$ cat config.mk
export PLATFORM = sky130hd
export DESIGN_NAME = mem_port_arbiter
export DESIGN_NICKNAME = d
export VERILOG_FILES = /design/src/rtl/mem_port_arbiter.sv
export SDC_FILE = /design/constraint.sdc
export NUM_CORES = 1
export LEC_CHECK = 0
export CORE_MARGIN = 2
export CORE_UTILIZATION = 25
export DETAILED_ROUTE_END_ITERATION = 8
export HOLD_SLACK_MARGIN = 0.12
export SETUP_SLACK_MARGIN = 0.3
export SYNTH_ARGS = -nofsm -noshare
export SYNTH_HDL_FRONTEND = slang
export SYNTH_SLANG_ARGS = --single-unit
$ cat constraint.sdc
create_clock -name clk -period 3.4 [get_ports clk]
set_input_delay 0.51 -clock clk [delete_from_list [all_inputs] [get_ports clk]]
set_output_delay 0.51 -clock clk [all_outputs]
set_load 0.05 [all_outputs]
$ cat src/rtl/mem_port_arbiter.sv
// Arbitrates one single-port unified memory between instruction fetch (I) and load/store (D).
// One transaction at a time, D-priority with a starvation guard for I, and an optional timeout.
module mem_port_arbiter #(
   parameter int XLEN         = 32,
   parameter int ADDR_WIDTH   = 8,
   parameter int MAX_D_STREAK = 4,
   parameter int TIMEOUT      = 255
) (
   input  logic                  clk,
   input  logic                  reset,
   input  logic                  i_req,
   input  logic [ADDR_WIDTH-1:0] i_addr,
   output logic                  i_done,
   output logic [XLEN-1:0]       i_rdata,
   input  logic                  d_req,
   input  logic                  d_we,
   input  logic [ADDR_WIDTH-1:0] d_addr,
   input  logic [XLEN-1:0]       d_wdata,
   input  logic [XLEN/8-1:0]     d_be,
   output logic                  d_done,
   output logic [XLEN-1:0]       d_rdata,
   output logic                  stall_if,
   output logic                  stall_mem,
   output logic                  m_req,
   output logic                  m_we,
   output logic [ADDR_WIDTH-1:0] m_addr,
   output logic [XLEN-1:0]       m_wdata,
   output logic [XLEN/8-1:0]     m_be,
   input  logic                  m_ready,
   input  logic [XLEN-1:0]       m_rdata,
   output logic                  err_timeout
);

   localparam int SW = $clog2(MAX_D_STREAK + 1);
   localparam int TW = (TIMEOUT > 1) ? $clog2(TIMEOUT) : 1;
   localparam logic [SW-1:0] STREAK_MAX = SW'(MAX_D_STREAK);
   localparam logic [TW-1:0] TIMER_LAST = (TIMEOUT > 0) ? TW'(TIMEOUT - 1) : '0;
   localparam logic          TIMEOUT_EN = (TIMEOUT > 0);

   localparam logic [1:0] IDLE   = 2'd0;
   localparam logic [1:0] BUSY_I = 2'd1;
   localparam logic [1:0] BUSY_D = 2'd2;

   logic [1:0]            state_q, state_d;
   logic [SW-1:0]         streak_q, streak_d;
   logic [TW-1:0]         timer_q, timer_d;
   logic                  m_we_q, m_we_d;
   logic [ADDR_WIDTH-1:0] m_addr_q, m_addr_d;
   logic [XLEN-1:0]       m_wdata_q, m_wdata_d;
   logic [XLEN/8-1:0]     m_be_q, m_be_d;

   logic busy, expire, finish, grant_d, grant_i;

   assign busy    = (state_q != IDLE);
   assign expire  = busy & ~m_ready & TIMEOUT_EN & (timer_q == TIMER_LAST);
   assign finish  = busy & (m_ready | expire);
   // D wins ties unless it has already starved a waiting fetch for MAX_D_STREAK grants
   assign grant_d = d_req & (~i_req | (streak_q != STREAK_MAX));
   assign grant_i = i_req & ~grant_d;

   always_comb begin
      state_d   = state_q;
      streak_d  = streak_q;
      timer_d   = timer_q;
      m_we_d    = m_we_q;
      m_addr_d  = m_addr_q;
      m_wdata_d = m_wdata_q;
      m_be_d    = m_be_q;
      case (state_q)
         IDLE: begin
            if (grant_d) begin
               state_d   = BUSY_D;
               timer_d   = '0;
               m_we_d    = d_we;
               m_addr_d  = d_addr;
               m_wdata_d = d_wdata;
               m_be_d    = d_be;
               if (!i_req)
                  streak_d = '0;
               else if (streak_q != STREAK_MAX)
                  streak_d = streak_q + SW'(1);
            end else if (grant_i) begin
               state_d   = BUSY_I;
               timer_d   = '0;
               streak_d  = '0;
               m_we_d    = 1'b0;
               m_addr_d  = i_addr;
               m_wdata_d = '0;
               m_be_d    = '0;
            end
         end
         BUSY_I, BUSY_D: begin
            if (finish) begin
               state_d   = IDLE;
               timer_d   = '0;
               m_we_d    = 1'b0;
               m_addr_d  = '0;
               m_wdata_d = '0;
               m_be_d    = '0;
            end else begin
               timer_d = timer_q + TW'(1);
            end
         end
         default: state_d = IDLE;
      endcase
   end

   always_ff @(posedge clk or negedge reset) begin
      if (!reset) begin
         state_q   <= IDLE;
         streak_q  <= '0;
         timer_q   <= '0;
         m_we_q    <= 1'b0;
         m_addr_q  <= '0;
         m_wdata_q <= '0;
         m_be_q    <= '0;
      end else begin
         state_q   <= state_d;
         streak_q  <= streak_d;
         timer_q   <= timer_d;
         m_we_q    <= m_we_d;
         m_addr_q  <= m_addr_d;
         m_wdata_q <= m_wdata_d;
         m_be_q    <= m_be_d;
      end
   end

   assign m_req       = busy;
   assign m_we        = m_we_q;
   assign m_addr      = m_addr_q;
   assign m_wdata     = m_wdata_q;
   assign m_be        = m_be_q;
   assign err_timeout = expire;

   // Read data only passes through on a real completion, never on a timeout abort
   assign i_done  = (state_q == BUSY_I) & finish;
   assign d_done  = (state_q == BUSY_D) & finish;
   assign i_rdata = ((state_q == BUSY_I) && m_ready) ? m_rdata : '0;
   assign d_rdata = ((state_q == BUSY_D) && m_ready) ? m_rdata : '0;

   assign stall_if  = reset & i_req & ~i_done;
   assign stall_mem = reset & d_req & ~d_done;

endmodule

# Word-level counts from Yosys, hierarchy flattened
# Index checks and enable logic that the tools add are counted.
totals:
  regBits: 58
  elab_cells: 75
op_classes:
  add_sub_neg: 2
  n_eq_ne: 7
  n_mux: 30
  bitwise_logic: 18
  n_reduce_logical: 11
ops:
  columns: ["operator", "n"]
  rows:
  - ["$mux 32", 5]
  - ["$pmux 32 s2", 1]
  - ["$mux 8", 6]
  - ["$pmux 8 s2", 2]
  - ["$mux 3", 4]
  - ["$mux 4", 3]
  - ["$and 1x1->1", 11]
  - ["$add 8x1->8 const B", 1]
  - ["$eq 8x8->1 const B", 1]
  - ["$pmux 4 s2", 1]
  - ["$mux 2", 3]
  - ["$ne 3x3->1 const B", 2]
  - ["$reduce_and 3->1", 2]
  - ["$reduce_bool 2->1", 3]
  - ["$not 1->1", 5]
  - ["$pmux 2 s2", 1]
  - ["$reduce_and 2->1", 2]
  - ["$add 3x1->3 const B", 1]
  - ["$mux 1", 3]
  - ["$ne 3x2->1 const B", 1]
  - ["$eq 2x1->1 const B", 1]
  - ["$eq 2x2->1 const B", 1]
  - ["$logic_and 1x1->1", 2]
  - ["$logic_not 2->1", 1]
  - ["other kinds (4)", 5]

# Longest topological paths before layout
# Gate-level depths: netlist of run 1.
logic_depth:
  depth_word: 8
  ltp_mapped: 9
  depth_no_buf: 6

# Worst setup path before layout of run 1
# No wires, ideal clock.
synth_path:
  kind: "flip-flop to output port"
  start: "register state_q[0]"
  end: "output port stall_if"
  t_arrival_ns: 2.058
  required_ns: 2.890
  path_slack_ns: 0.832
  path_stages_with_launch: 8
  cell_sequence: "dfrtp_1 inv_1 ha_1 buf_6 nand4b_4 o21ai_2 and2_1 nor2_1"
synth_via:
  elab_chain_cells: 8
synth_lines:
  columns: ["item", "line_no", "rtl"]
  rows:
  - ["from (decl)", "44", "logic [1:0] state_q, state_d;"]
  - ["from (signal assigned)", "118", "state_q <= state_d;"]
  - ["$reduce_bool 2->1", "54", "assign busy = (state_q != IDLE);"]
  - ["$and 1x1->1 (2 in series)", "55", "assign expire = busy & ~m_ready & TIMEOUT_EN & (timer_q == TIMER_LAST);"]
  - ["$or 1x1->1", "56", "assign finish = busy & (m_ready | expire);"]
  - ["$and 1x1->1", "56", null]
  - ["$and 1x1->1 (*)", "136", "assign i_done = (state_q == BUSY_I) & finish;"]
  - ["net i_done", "13", "output logic i_done,"]
  - ["$not 1->1 (*)", "141", "assign stall_if = reset & i_req & ~i_done;"]
  - ["$and 1x1->1 (*)", "141", null]
  - ["to (decl)", "22", "output logic stall_if,"]
# Mark *: on every way through the listed nets, which the timed path passes. The rest lies on a longest branch.

# Final worst setup path of run 1
layout_path:
  start: "register state_q[1]"
  end: "output port stall_if"
layout_via:
  elab_chain_cells: 8
layout_lines:
  columns: ["item", "line_no"]
  rows:
  - ["$reduce_bool 2->1", "54"]
  - ["$and 1x1->1 (2 in series)", "55"]
  - ["$or 1x1->1", "56"]
  - ["$and 1x1->1", "56"]
  - ["$and 1x1->1 (*)", "136"]
  - ["$not 1->1 (*)", "141"]
  - ["$and 1x1->1 (*)", "141"]
# Mark *: on every way between the ends. The rest lies on a longest branch, timed or not.

==> metrics.yaml, run 1 <==
floorplanning:
  start_util_pct: 25.5
  die_h_um: 115
  row_count: 40
  io_pins: 205
  die_w_um: 115
  core_area_um2: 12000
  die_area_um2: 13100
route:
  drc_errors: 0
  wirelength_mm: 10.4
  vias: 3091
  postRouteAntennaNets: 0
  first_pass_iters: 4
  vias_per_cell: 4.88
  wl_per_cell_um: 16.3
  drt-initial-drc-count: 164
timing:
  worst_slew_pin_slew_ps: 729
  finalCritPeriodShare_pct: 78.3
  fin_skew_ps: 7.03
  timing.slew.headroom_pct: 51.4
  setup_violations: 0
  drv_slew: 0
  finalHoldViolCount: 0
  tns_ps: 0
  worst_slack_ps: 737
  rsz0062_at_grt: "false"
  fmax_mhz: 375
  fin_crit_ps: 2660
layout:
  diodes: 0
  ff_latch_area_um2: 1450
  multiInputGateArea_um2: 1420
  final_nets: 580
  layout-area-overhead-vs-synth_pct: 102
  nFillCells: 1065
  post-route-util_pct: 51.5
  drive_gt1_share_pct: 21.4
setup_path:
  cp_cell_sequence: "inv_1, ha_1, nand4b_4, o21ai_2, and2_1, nor2_1, buf_12"
  max_stage_delay_ps: 420
  ff2ff_setup_slack_ps: 1100
  worstSetupEndpointType: "output port"
  worstSetupStartpointType: "flip-flop"
  crit_type: "reg -> out"
  cp.required_ps: 2890
  arrival_ps: 2150
  slowest_stage: "ha_1"
  crit_fanout: 12
placed_design:
  port_buffers: 204
  place.gp.congestion: 0.799
  hpwl_mm: 7.84
  place_ws_ps: 853
logic_synthesis:
  ys_types: 43
  synth.top_cells.by_count: "and3_1 (64), dfrtp_1 (58), a22o_1 (39)"
  synth_edf_count: 0
  yosys.cell_count.top_type: "and3_1"
  yosysWarnings: 0
  yosysSeqAreaShare_pct: 47.5
  ys_seq_elements: 58
  synthArstFlopShare_pct: 100
  synthTopCellsByArea: "dfrtp_1 (48%), and3_1 (13%), a22o_1 (11%), buf_6 (3.0%), ha_1 (2.9%)"
  synth_top_area_share_pct: 47.5
  yosys.area.top_type: "dfrtp_1"
  syn_area_per_cell_um2: 10.7
  syn-num-nets: 382
  ys.flop_type: "dfrtp_1"
  synth_area_um2: 3050
  syn-instance-count: 285
global_route:
  grt.total_usage_pct: 15.9
  grt_pass1_wl_mm: 16.4
  grt.overflow.total: 0
  grt_max_degree: 59
  first_global_vias: 3099
  antenna_found_initial: 0
clocking:
  cts_resized: 0
  h-tree-depth: 3
  insertion_delay_ps: 320
  ctsHoldBuffers: 0
  tritoncts.num_buffers: 9
  cts.sinks: 58
  clockRootBuffer: "clkbuf_16"
  cts_tree: "yes"
  clock_path_buffers: 2
  post_cts_buffers: 0
  cts.clk_slew.worst_paths_ps: 50
run:
  cap_violations: 0
pwr:
  power_density_nw_per_um2: 848
  leakage_nw: 2.86
  total_power_mw: 5.22
  peakVddDrop_mv: 0.506
status:
  status: "completed"
min_path:
  hold_class: "in -> async"
==> where the power goes <==
group | switching [mW] | internal [mW]
logic | 2.01 | 1.21
clock network | 0.297 | 0.527
registers | 0.191 | 0.983
==> through the flow <==
| step | std cells | cell area (um^2) | hold slack [ps] |
|---|---|---|---|
| after floorplan | 285 | 3050 | 214 |
| after global placement | 619 | 5870 | 476 |
| after detailed placement | 619 | 5870 | 474 |
| after CTS | 634 | 6150 | 436 |
| after global routing | 634 | 6150 | 479 |
| final | 634 | 6150 | 395 |
==> per-layer routing <==
metal,routed length [um],vias up,track usage (%)
met4,123,0,5.04
met5,0,-,0
met1,4510,1458,20.0
met2,4830,161,26.5
li1,-,1462,-
met3,896,10,4.55
==> critical path: cells and delay by family, from the launching register on <==
family / cells / cell delay, ps
compound gates: 1 / 110
fa+ha+maj: 1 / 420
simple gates: 3 / 650
buf+inv: 2 / 260
flops: 1 / 400
==> worst paths after layout <==
check | start | cells past startpoint | to
min in group clk | m_addr[7]$_DFFE_PN0P_ | 1 | m_addr[7]$_DFFE_PN0P_
worst max register to register | state_q[1]$_DFFE_PN0P_ | 7 | m_wdata[5]$_DFFE_PN0P_
max in group asynchronous | reset | 2 | m_wdata[1]$_DFFE_PN0P_
worst max-delay path | state_q[1]$_DFFE_PN0P_ | 7 | stall_if
worst min register to register | m_addr[7]$_DFFE_PN0P_ | 1 | m_addr[7]$_DFFE_PN0P_
worst min-delay path | reset | 2 | m_addr[6]$_DFFE_PN0P_
==> layout make-up <==
type,instances,area share (%)
Timing Repair Buffer,212,45.3
Sequential cell,58,23.6
Multi-Input combinational cell,194,23.1
Clock buffer,11,4.11
Tap cell,147,2.99
Inverter,8,0.488
Clock inverter,4,0.447
==> sequential cells by signal, summed over array words and instances, names as in the netlist <==
name      flops
m_addr        8
m_be          4
m_wdata      32
m_we          1
state_q       2
streak_q      3
timer_q       8
==> cell usage in the layout (no fill, tap or decap), types with 7 or more instances in the layout <==
master	instances
o2bb2ai_1	8
clkdlybuf4s50_1	134
ha_1	7
buf_12	69
and3_1	64
nand2_1	13
nor2_1	7
buf_4	8
inv_1	7
mux2i_1	8
clkbuf_16	9
dfrtp_1	58
a22o_1	39
==> logic make-up (layout without fill, tap and decap cells) <==
kind of cell,after synthesis,after routing,synth area share [%]
flip-flops,58,58,47.5
AND/OR/NAND/NOR,108,108,21.4
adder cells (fa/ha/maj),7,7,2.87
multiplexers,8,8,2.62
buffers and inverters,33,235,6.27
AO/OA/AOI/OAI,71,71,19.3
No activity file was read; power rests on OpenSTA's default activity.
==> run 2, diff against run 1 <==
==> constraint.sdc (replaced) <==
create_clock -name clk -period 2.7 [get_ports clk]
set_input_delay 0.405 -clock clk [delete_from_list [all_inputs] [get_ports clk]]
set_output_delay 0.405 -clock clk [all_outputs]
set_load 0.05 [all_outputs]
==> run 2 against run 1 <==
  * Global-route usage increased by 0.12 points
  * Combinational power grew 30%
  * Hold slack got worse by 120 ps
  * Utilization grew 0.94 points
  * Critical path type unchanged
  * Largest power group unchanged
==> metrics.yaml, run 2 (synthesis results as in run 1) <==
status:
  status: "completed"
global_route:
  grt_max_degree: 59
  grt.total_usage_pct: 16.1
  grt_pass1_wl_mm: 16.3
  first_global_vias: 3082
  grt.overflow.total: 0
  antenna_found_initial: 1
clocking:
  cts.clk_slew.worst_paths_ps: 50
  cts_tree: "yes"
  clockRootBuffer: "clkbuf_16"
  tritoncts.num_buffers: 9
  insertion_delay_ps: 330
  h-tree-depth: 3
  cts.sinks: 58
  ctsHoldBuffers: 0
  clock_path_buffers: 2
timing:
  drv_slew: 0
  fin_crit_ps: 2310
  tns_ps: 0
  worst_slack_ps: 386
  worst_slew_pin_slew_ps: 715
  timing.slew.headroom_pct: 52.3
  finalCritPeriodShare_pct: 85.7
  setup_violations: 0
  finalHoldViolCount: 0
  rsz0062_at_grt: "false"
  fmax_mhz: 432
  fin_skew_ps: 5.74
floorplanning:
  start_util_pct: 25.5
  die_area_um2: 13100
  core_area_um2: 12000
  io_pins: 205
  die_h_um: 115
  die_w_um: 115
  row_count: 40
pwr:
  peakVddDrop_mv: 0.770
  leakage_nw: 2.90
  power_density_nw_per_um2: 1090
layout:
  fin_cells: 639
  diodes: 0
  layout-area-overhead-vs-synth_pct: 105
  final_nets: 584
  post-route-util_pct: 52.4
  final_cell_mix: "clkdlybuf4s50_1 (134), buf_12 (71), and3_1 (64)"
  drive_gt1_share_pct: 22.6
  largest_reg_flops: 32
  final_common_cell: "clkdlybuf4s50_1"
route:
  drt-initial-drc-count: 153
  drc_errors: 0
  vias: 3084
  wirelength_mm: 10.5
  first_pass_iters: 4
  postRouteAntennaNets: 0
  wl_per_cell_um: 16.4
  vias_per_cell: 4.83
setup_path:
  startpoint: "state_q[0]$_DFFE_PN0P_"
  worstSetupStartpointType: "flip-flop"
  arrival_ps: 1910
  max_stage_delay_ps: 810
  cpMostUsedCell: "inv_1"
  crit_family: "buffers and inverters"
  r2r_cells: 8
  r2r-start: "state_q[0]$_DFFE_PN0P_"
  critPathBufInv: 3
  ff2ff_setup_slack_ps: 700
  crit_type: "reg -> out"
  cp_cell_sequence: "inv_1, ha_4, inv_1, clkdlybuf4s50_1"
  r2r_end: "m_addr[5]$_DFFE_PN0P_"
  slowest_stage: "clkdlybuf4s50_1"
  worstSetupEndpointType: "output port"
  cp.required_ps: 2300
  crit_fanout: 12
run:
  cap_violations: 0
placed_design:
  dp.cells: 621
  place.gp.congestion: 0.817
  place_ws_ps: 461
  hpwl_mm: 8.14
  port_buffers: 204
min_path:
  hold_class: "in -> async"
run 2: worst max-delay path by stage:
stage / end / slack (ps) / depth (start not counted)
after floorplan: err_timeout / 430 / 4
after global placement: stall_if / 550 / 6
after detailed placement: m_wdata[31]$_DFFE_PN0P_ / 460 / 6
after CTS: stall_if / 320 / 7
after global routing: d_rdata[0] / 300 / 5
final: m_req / 390 / 4
run 2: per-layer routing:
metal	vias to the layer above	GRT usage [%]	share of wire, %
li1	1479	-	-
met1	1427	19.4	41
met2	162	26.2	47
met3	14	6.56	10
met4	2	4.88	1.3
met5	-	0	0.12
run 2: through the flow:
stage / hold slack [ps] / cell area (um^2) / power, mW
after floorplan: 109 / 3060 / 4.08
after global placement: 473 / 5920 / 5.61
after detailed placement: 477 / 5920 / 5.65
after CTS: 301 / 6250 / 6.94
after global routing: 347 / 6270 / 7.20
final: 277 / 6270 / 6.86
run 2: worst register-to-register path, delay by kind of cell (launching register included):
family / cells / cell delay (ps)
compound gates: 3 / 600
fa+ha+maj: 1 / 220
buf+inv: 3 / 520
flops: 1 / 390
simple gates: 1 / 180
run 2: final cells by class:
| class | count | area, um^2 |
|---|---|---|
| multi-input combinational | 194 | 1440 |
| tap | 147 | 184 |
| inverter | 8 | 30.0 |
| fill | 1041 | 5690 |
| timing repair buffer | 216 | 2840 |
| clock buffer | 11 | 243 |
| clock inverter | 5 | 77.6 |
| sequential | 58 | 1450 |
run 2: timing repair:
item | 4_1_cts | 5_1_grt
setup buffers | 0 | 2
pin swaps | 0 | 1
setup endpoints to repair | 5 | 4
gates resized for setup | 2 | 0
run 2: power by group:
part	leakage [nW]	switching, mW	total, mW	internal (mW)
logic	1.98	2.55	4.17	1.62
clock network	0.156	0.385	1.21	0.828
registers	0.764	0.241	1.48	1.24
==> run 3, diff against run 2 <==
--- a/config.mk
+++ b/config.mk
@@ -5,10 +5,10 @@
 export SDC_FILE = /design/constraint.sdc
 export NUM_CORES = 1
 export LEC_CHECK = 0
-export CORE_MARGIN = 2
-export CORE_UTILIZATION = 25
+export CORE_UTILIZATION = 35
 export DETAILED_ROUTE_END_ITERATION = 8
 export HOLD_SLACK_MARGIN = 0.12
+export PLACE_DENSITY = 0.79
 export SETUP_SLACK_MARGIN = 0.3
 export SYNTH_ARGS = -nofsm -noshare
 export SYNTH_HDL_FRONTEND = slang
==> run 3 against run 2 <==
  * Global-route usage grew 7.3 points
  * Setup slack improved by 21 ps
  * Fmax up 0.92%
  * Sequential share of layout area up 0.64 points
  * Critical path depth up 3
  * Final area down 2.6%
  * Non-clock buffer count up 3
  * Power is 5.5% lower
==> metrics.yaml, run 3 (synthesis results as in run 1) <==
setup_path:
  max_stage_delay_ps: 450
  slowest_stage: "dfrtp_2"
  crit_type: "reg -> out"
  arrival_ps: 1890
  critPathBufInv: 2
  ff2ff_setup_slack_ps: 790
  cp_cell_sequence: "inv_1, ha_1, nand4_1, o21ai_2, and2_2, nor2_2, buf_12"
  r2r-start: "state_q[0]$_DFFE_PN0P_"
  worstSetupEndpointType: "output port"
  crit_family: "simple AND/OR/NAND/NOR gates"
  cp.required_ps: 2300
  worstSetupStartpointType: "flip-flop"
  crit_fanout: 7
  r2r_end: "m_wdata[16]$_DFFE_PN0P_"
  r2r_cells: 8
  startpoint: "timer_q[0]$_DFFE_PN0P_"
floorplanning:
  io_pins: 205
  die_h_um: 95.4
  core_area_um2: 8340
  die_area_um2: 9100
  die_w_um: 95.4
  start_util_pct: 36.6
  row_count: 33
clocking:
  cts.sinks: 58
  cts_tree: "yes"
  insertion_delay_ps: 330
  cts.clk_slew.worst_paths_ps: 70
  tritoncts.num_buffers: 9
  clockRootBuffer: "clkbuf_8"
  h-tree-depth: 3
  clock_path_buffers: 2
timing:
  tns_ps: 0
  timing.slew.headroom_pct: 52.2
  worst_slew_pin_slew_ps: 718
  worst_slack_ps: 407
  setup_violations: 0
  fin_skew_ps: 7.28
  drv_slew: 0
  finalHoldViolCount: 0
  fin_crit_ps: 2290
  hold_slack_ps: 271
  rsz0062_at_grt: "false"
  finalCritPeriodShare_pct: 84.9
  fmax_mhz: 436
min_path:
  hold_class: "in -> async"
route:
  drt-initial-drc-count: 121
  wirelength_mm: 10.5
  vias: 3173
  first_pass_iters: 4
  postRouteAntennaNets: 0
  wl_per_cell_um: 17.5
  drc_errors: 0
  vias_per_cell: 5.29
placed_design:
  hpwl_mm: 8.08
  place.gp.congestion: 0.858
  place_ws_ps: 516
  place_area_um2: 5850
  dp.cells: 580
  port_buffers: 204
layout:
  final_area_um2: 6100
  largest_reg_flops: 32
  final_cell_mix: "clkdlybuf4s50_1 (133), buf_12 (69), and3_1 (64)"
  nFillCells: 557
  drive_gt1_share_pct: 24.0
  diodes: 0
  final_nets: 587
  layout-area-overhead-vs-synth_pct: 100
  final_common_cell: "clkdlybuf4s50_1"
  multiInputGateArea_um2: 1440
  ff_latch_area_um2: 1450
  fin_cells: 600
pwr:
  peakVddDrop_mv: 0.996
  power_density_nw_per_um2: 1060
  leakage_nw: 2.86
global_route:
  grt.total_usage_pct: 23.4
  first_global_vias: 3158
  grt.overflow.total: 0
  grt_pass1_wl_mm: 16.0
  grt_max_degree: 59
  antenna_found_initial: 0
run:
  cap_violations: 0
status:
  status: "completed"
[run 3: cell types whose count changed in the layout (fill, tap and decap cells not counted), sizes merged]
cell / delta
dlymetal6s2s: +1
clkinv: +1
bufinv: -1
buf: +3
clkdlybuf4s50: -1
[run 3: worst max-delay path by stage]
| stage | endpoint | slack, ps | depth (start not counted) |
|---|---|---|---|
| 2_1_floorplan | err_timeout | 430 | 4 |
| 3_3_place_gp | i_rdata[21] | 570 | 4 |
| 3_5_place_dp | m_addr[1]$_DFFE_PN0P_ | 520 | 6 |
| 4_1_cts | stall_if | 300 | 7 |
| 5_1_grt | stall_if | 290 | 7 |
| 6_report | stall_if | 410 | 7 |
[run 3: what timing repair did]
action	CTS	global route
buffers inserted	0	4
hold buffers	0	0
gates cloned	0	0
pin swaps	0	1
setup endpoints to repair	5	26
resized for setup	3	4
[run 3: through the flow]
stage / utilization, % / total power [mW]
global placement: 70.1 / 5.52
detailed placement: 70.1 / 5.60
global route: 73.2 / 6.79
finish: 73.2 / 6.48
floorplan: - / 4.08
CTS: 72.7 / 6.47
[run 3: area by class of cell]
class                      instances  share of cell area [%]
timing repair buffer             219                    46.6
sequential                        58                    23.8
multi-input combinational        194                    23.7
clock buffer                      11                    2.48
tap                              105                    2.15
clock inverter                     5                   0.861
inverter                           8                   0.492
[run 3: routing by layer]
metal	GRT usage (%)	share of wire [%]	wire, um
met5	0	0	0
met4	7.96	1.7	177
met3	9.25	11	1130
met2	40.2	49	5160
met1	26.3	38	4020
[run 3: power breakdown]
group	switching, mW	leakage [nW]	internal, mW
sequential	0.251	0.763	1.24
combinational	2.56	2.00	1.62
clock	0.342	0.105	0.471
